==> src/rtl/serial_compare_ctrl.sv <==
// serial_compare_ctrl: MSB-first serial magnitude compare of two operands through an external 1-bit comparator
module serial_compare_ctrl #(
  parameter int WIDTH = 8
) (
  input  logic             clk,
  input  logic             rst,
  input  logic             start,
  input  logic [WIDTH-1:0] a,
  input  logic [WIDTH-1:0] b,
  output logic             cmp_a,
  output logic             cmp_b,
  input  logic             cmp_lt,
  input  logic             cmp_eq,
  input  logic             cmp_gt,
  output logic             busy,
  output logic             done,
  output logic             err,
  output logic             led_lt,
  output logic             led_eq,
  output logic             led_gt
);
  localparam int IW = $clog2(WIDTH);
  typedef enum logic [1:0] {S_IDLE, S_RUN, S_DONE} state_t;
  state_t           state;
  logic [WIDTH-1:0] sa, sb;
  logic [IW-1:0]    idx;
  logic             oh, fin;
  always_comb begin
    cmp_a = (state == S_RUN) ? sa[idx] : 1'b0;
    cmp_b = (state == S_RUN) ? sb[idx] : 1'b0;
    oh    = $onehot({cmp_lt, cmp_eq, cmp_gt});
    fin   = !oh || !cmp_eq || idx == '0;
  end
  always_ff @(posedge clk) begin
    if (rst) begin
      state  <= S_IDLE;
      busy   <= 1'b0;
      done   <= 1'b0;
      err    <= 1'b0;
      led_lt <= 1'b0;
      led_eq <= 1'b0;
      led_gt <= 1'b0;
      sa     <= '0;
      sb     <= '0;
      idx    <= '0;
    end else begin
      done <= 1'b0;
      case (state)
        S_IDLE: if (start) begin
          sa    <= a;
          sb    <= b;
          idx   <= IW'(WIDTH - 1);
          busy  <= 1'b1;
          state <= S_RUN;
        end
        S_RUN: if (fin) begin
          state                    <= S_DONE;
          busy                     <= 1'b0;
          done                     <= 1'b1;
          err                      <= !oh;
          {led_lt, led_eq, led_gt} <= oh ? {cmp_lt, cmp_eq, cmp_gt} : 3'b000;
        end else idx <= idx - 1'b1;
        default: state <= S_IDLE;
      endcase
    end
  end
endmodule

==> config.mk <==
export PLATFORM = sky130hd
export DESIGN_NAME = serial_compare_ctrl
export DESIGN_NICKNAME = d
export VERILOG_FILES = /design/src/rtl/serial_compare_ctrl.sv
export SDC_FILE = /design/constraint.sdc
export NUM_CORES = 1
export LEC_CHECK = 0
export CORE_UTILIZATION = 51
export CTS_CLUSTER_SIZE = 20
export DETAILED_ROUTE_END_ITERATION = 7
export PLACE_DENSITY = 0.82
export SYNTH_ARGS = -nofsm -noshare
export SYNTH_HDL_FRONTEND = slang
export SYNTH_SLANG_ARGS = --single-unit
==> constraint.sdc <==
create_clock -name clk -period 4.1 [get_ports clk]
set_input_delay 0.82 -clock clk [delete_from_list [all_inputs] [get_ports clk]]
set_output_delay 0.82 -clock clk [all_outputs]
set_load 0.02 [all_outputs]
==> results.py <==
metrics = {
    "global_routing": {
        "grt_pass1_wl_um": 4270,
        "grt_max_degree": 28,
        "grt.overflow.total": 0,
        "grt_use_total_pct": 22.2,
        "grt_pass1_vias": 990,
        "antenna_found_initial": 0,
    },
    "drt": {
        "drt_wl_total_um": 2430,
        "drt.antenna.violating_nets": 0,
        "drt_pass1_iterations": 4,
        "viasPerCell": 5.29,
        "route.detailed.drc": 0,
        "wl_per_cell_um": 12.7,
        "drtIter0Drc": 25,
        "dr_wl_met3_um": 67,
        "top_layer_used": "met4",
        "routed-wl-met2_um": 1180,
        "num_vias": 1011,
        "wl_met1_um": 1110,
    },
    "final_layout": {
        "stdcell_area_um2": 1540,
        "fillers": 194,
        "num_antenna_cells": 0,
        "area_growth_pct": 25.5,
        "fin_nets": 189,
        "layout-drive-gt1-share_pct": 10.4,
    },
    "timing": {
        "rsz0062_at_grt": "no",
        "fin_skew_ns": 0.00403,
        "slew_violations": 0,
        "tns_ns": 0,
        "fmax_mhz": 338,
        "slew_headroom_pct": 34.0,
        "fin_crit_sh_pct": 72.1,
        "hold_viol": 0,
        "finalCriticalPeriod_ns": 2.96,
        "setup_violations": 0,
        "tightest_slew_ns": 0.987,
    },
    "placement": {
        "gp_congestion": 0.820,
        "hpwl_um": 1880,
        "placed_cell_area_um2": 1510,
        "io_buffer_count": 29,
    },
    "critical_path": {
        "worstPathRequired_ns": 3.28,
        "r2r_cells": 6,
        "end_kind": "primary output",
        "worstSetupPathType": "reg2out",
        "r2r_start": "idx[1]",
        "r2r-end": "idx[1]",
        "crit_fanout": 7,
        "r2r_slack_ns": 2.36,
        "worstPathArrival_ns": 2.14,
        "startpoint_type": "flip-flop",
    },
    "power": {
        "pwr-share-clk_pct": 22.0,
        "p_leak_nw": 0.579,
        "pwr-share-seq_pct": 56.8,
        "p_int_w": 0.000372,
        "p_comb_share_pct": 21.2,
        "pwr_density_cell_nw_per_um2": 337,
        "swShare_pct": 28.1,
        "p_sw_w": 0.000145,
        "ir_drop_v": 0.000276,
    },
    "synth": {
        "synth.ff_latch_count": 27,
        "synth_area_um2": 1220,
        "yosysWarningCount": 0,
        "syn_area_per_cell_um2": 8.87,
        "yosysSeqAreaShare_pct": 44.2,
        "synth_cell_types": 29,
        "syn_nets": 163,
        "synth_cells": 138,
    },
    "clock_tree": {
        "clkTransAtPathRegs_ns": 0.14,
        "root_buffer": "clkbuf_4",
        "tritoncts": "yes",
        "ctsResizeCount": 0,
        "post_cts_buffers": 0,
        "clock_tree.buffer_depth": 2,
        "cts_made_buffers": 3,
        "htree_levels": 1,
        "clk_latency_ns": 0.33,
        "cts_hold_buf": 0,
        "cts.sinks": 27,
    },
    "hold_path": {
        "hold_depth": 2,
        "worstHoldPathType": "reg2reg",
        "holdPathEnd": "sb[6]",
        "hp-start": "sb[6]",
    },
    "floorplanning": {
        "row_count": 17,
        "die_y_um": 51.0,
        "core-area_um2": 2230,
        "initial_utilization_pct": 54.8,
        "dieArea_um2": 2600,
        "io-pin-count": 30,
        "die_w_um": 51.0,
    },
    "run_status": {
        "status": "complete, no violations",
    },
    "run": {
        "drv_cap": 0,
    },
}
-- layout make-up --
type	instances	area [um^2]	share of cell area (%)
multi-input cells	96	616	40.1
well taps	28	35.0	2.28
repair buffers	29	290	18.9
flip-flops and latches	27	541	35.2
inverters	7	26.3	1.71
clock buffers	3	22.5	1.47
clock inverters	1	5.00	0.326
-- power by group through the flow --
stage               Clock (W)  Sequential (W)  Combinational, W
floorplan                   0        0.000296         0.0000737
finish               0.000114        0.000294          0.000110
detailed placement          0        0.000300          0.000110
CTS                  0.000117        0.000294          0.000110
global placement            0        0.000299          0.000106
global route         0.000131        0.000297          0.000122
-- cell families (layout without fill, tap and decap cells) --
family	count (synthesis)	count (layout)	share of synthesized area [%]
multiplexers	4	4	7.36
AO/OA/AOI/OAI	30	30	16.2
AND/OR/NAND/NOR	59	59	23.1
buffers and inverters	15	40	5.52
adder cells (fa/ha/maj)	3	3	3.68
flip-flops	27	27	44.2
-- registers in the layout, indices dropped and copies added, names as in the netlist --
name / count
led_lt: 1
idx: 3
busy: 1
sa: 8
sb: 8
led_gt: 1
led_eq: 1
state: 2
err: 1
done: 1
-- placed cells by master (no fill, tap or decap) --
master,instances
nand2_1,38
clkdlybuf4s50_1,29
dfxtp_1,27
a21oi_1,20
nor2_1,10
inv_1,6
mux4_2,4
clkbuf_4,3
nand2b_4,2
nor2b_1,2
nor3_1,2
a32o_1,2
ha_1,2
inv_2,1
nor2b_2,1
o31ai_2,1
and2_1,1
nor4_1,1
a311oi_2,1
nor4_4,1
nor3_2,1
a211oi_2,1
a21o_1,1
o211a_1,1
o21ai_1,1
a22oi_1,1
a211oi_1,1
fa_1,1
clkinv_2,1
-- layer usage --
metal  vias up  global-route usage, %
met4         0                   11.1
met5         -                      0
li1        517                      -
met2        21                   37.7
met3         7                   3.57
met1       466                   26.9
-- synthesized netlist by cell type --
| master | n | area share [%] |
|---|---|---|
| ha_1 | 2 | 2.0 |
| o31ai_2 | 1 | 1.0 |
| inv_1 | 6 | 1.8 |
| nor3_1 | 2 | 0.82 |
| o21ai_1 | 1 | 0.41 |
| inv_2 | 1 | 0.31 |
| nor2b_1 | 2 | 1.0 |
| nor4_1 | 1 | 0.51 |
| nand2_1 | 38 | 12 |
| nor2b_2 | 1 | 0.72 |
| o211a_1 | 1 | 0.82 |
| a311oi_2 | 1 | 1.2 |
| buf_2 | 3 | 1.2 |
| a211oi_2 | 1 | 1.0 |
| a211oi_1 | 1 | 0.61 |
| clkbuf_1 | 3 | 0.92 |
| a21o_1 | 1 | 0.61 |
| mux4_2 | 4 | 7.4 |
| nor3_2 | 1 | 0.82 |
| buf_4 | 2 | 1.2 |
| a21oi_1 | 20 | 8.2 |
| nor4_4 | 1 | 1.7 |
| a32o_1 | 2 | 1.6 |
| a22oi_1 | 1 | 0.61 |
| nor2_1 | 10 | 3.1 |
| fa_1 | 1 | 1.6 |
| and2_1 | 1 | 0.51 |
| dfxtp_1 | 27 | 44 |
| nand2b_4 | 2 | 2.2 |
-- stage by stage --
step,std cells,util (%),worst slack (ns),total power [W],hold slack [ns]
after CTS,191,68.7,1.14,0.000522,0.466
after floorplan,138,-,1.95,0.000370,0.433
final,191,68.7,1.14,0.000517,0.465
after global placement,187,67.5,1.35,0.000405,0.442
after detailed placement,187,67.5,1.24,0.000410,0.447
after global routing,191,68.7,0.998,0.000550,0.485
-- worst max-delay path, stage by stage, from the launching register on --
cell,delay [ns]
dfxtp_1,0.59
mux4_2,0.55
nand2_1,0.08
a21oi_1,0.06
clkdlybuf4s50_1,0.53
-- worst max path at each step --
stage                       from  endpoint
after floorplan           cmp_eq    idx[1]
after global placement    cmp_eq    idx[1]
after detailed placement  cmp_eq    idx[1]
after CTS                 idx[1]     cmp_b
after global routing      idx[1]     cmp_b
final                     idx[2]     cmp_a
(Power assumes the default switching activity.)
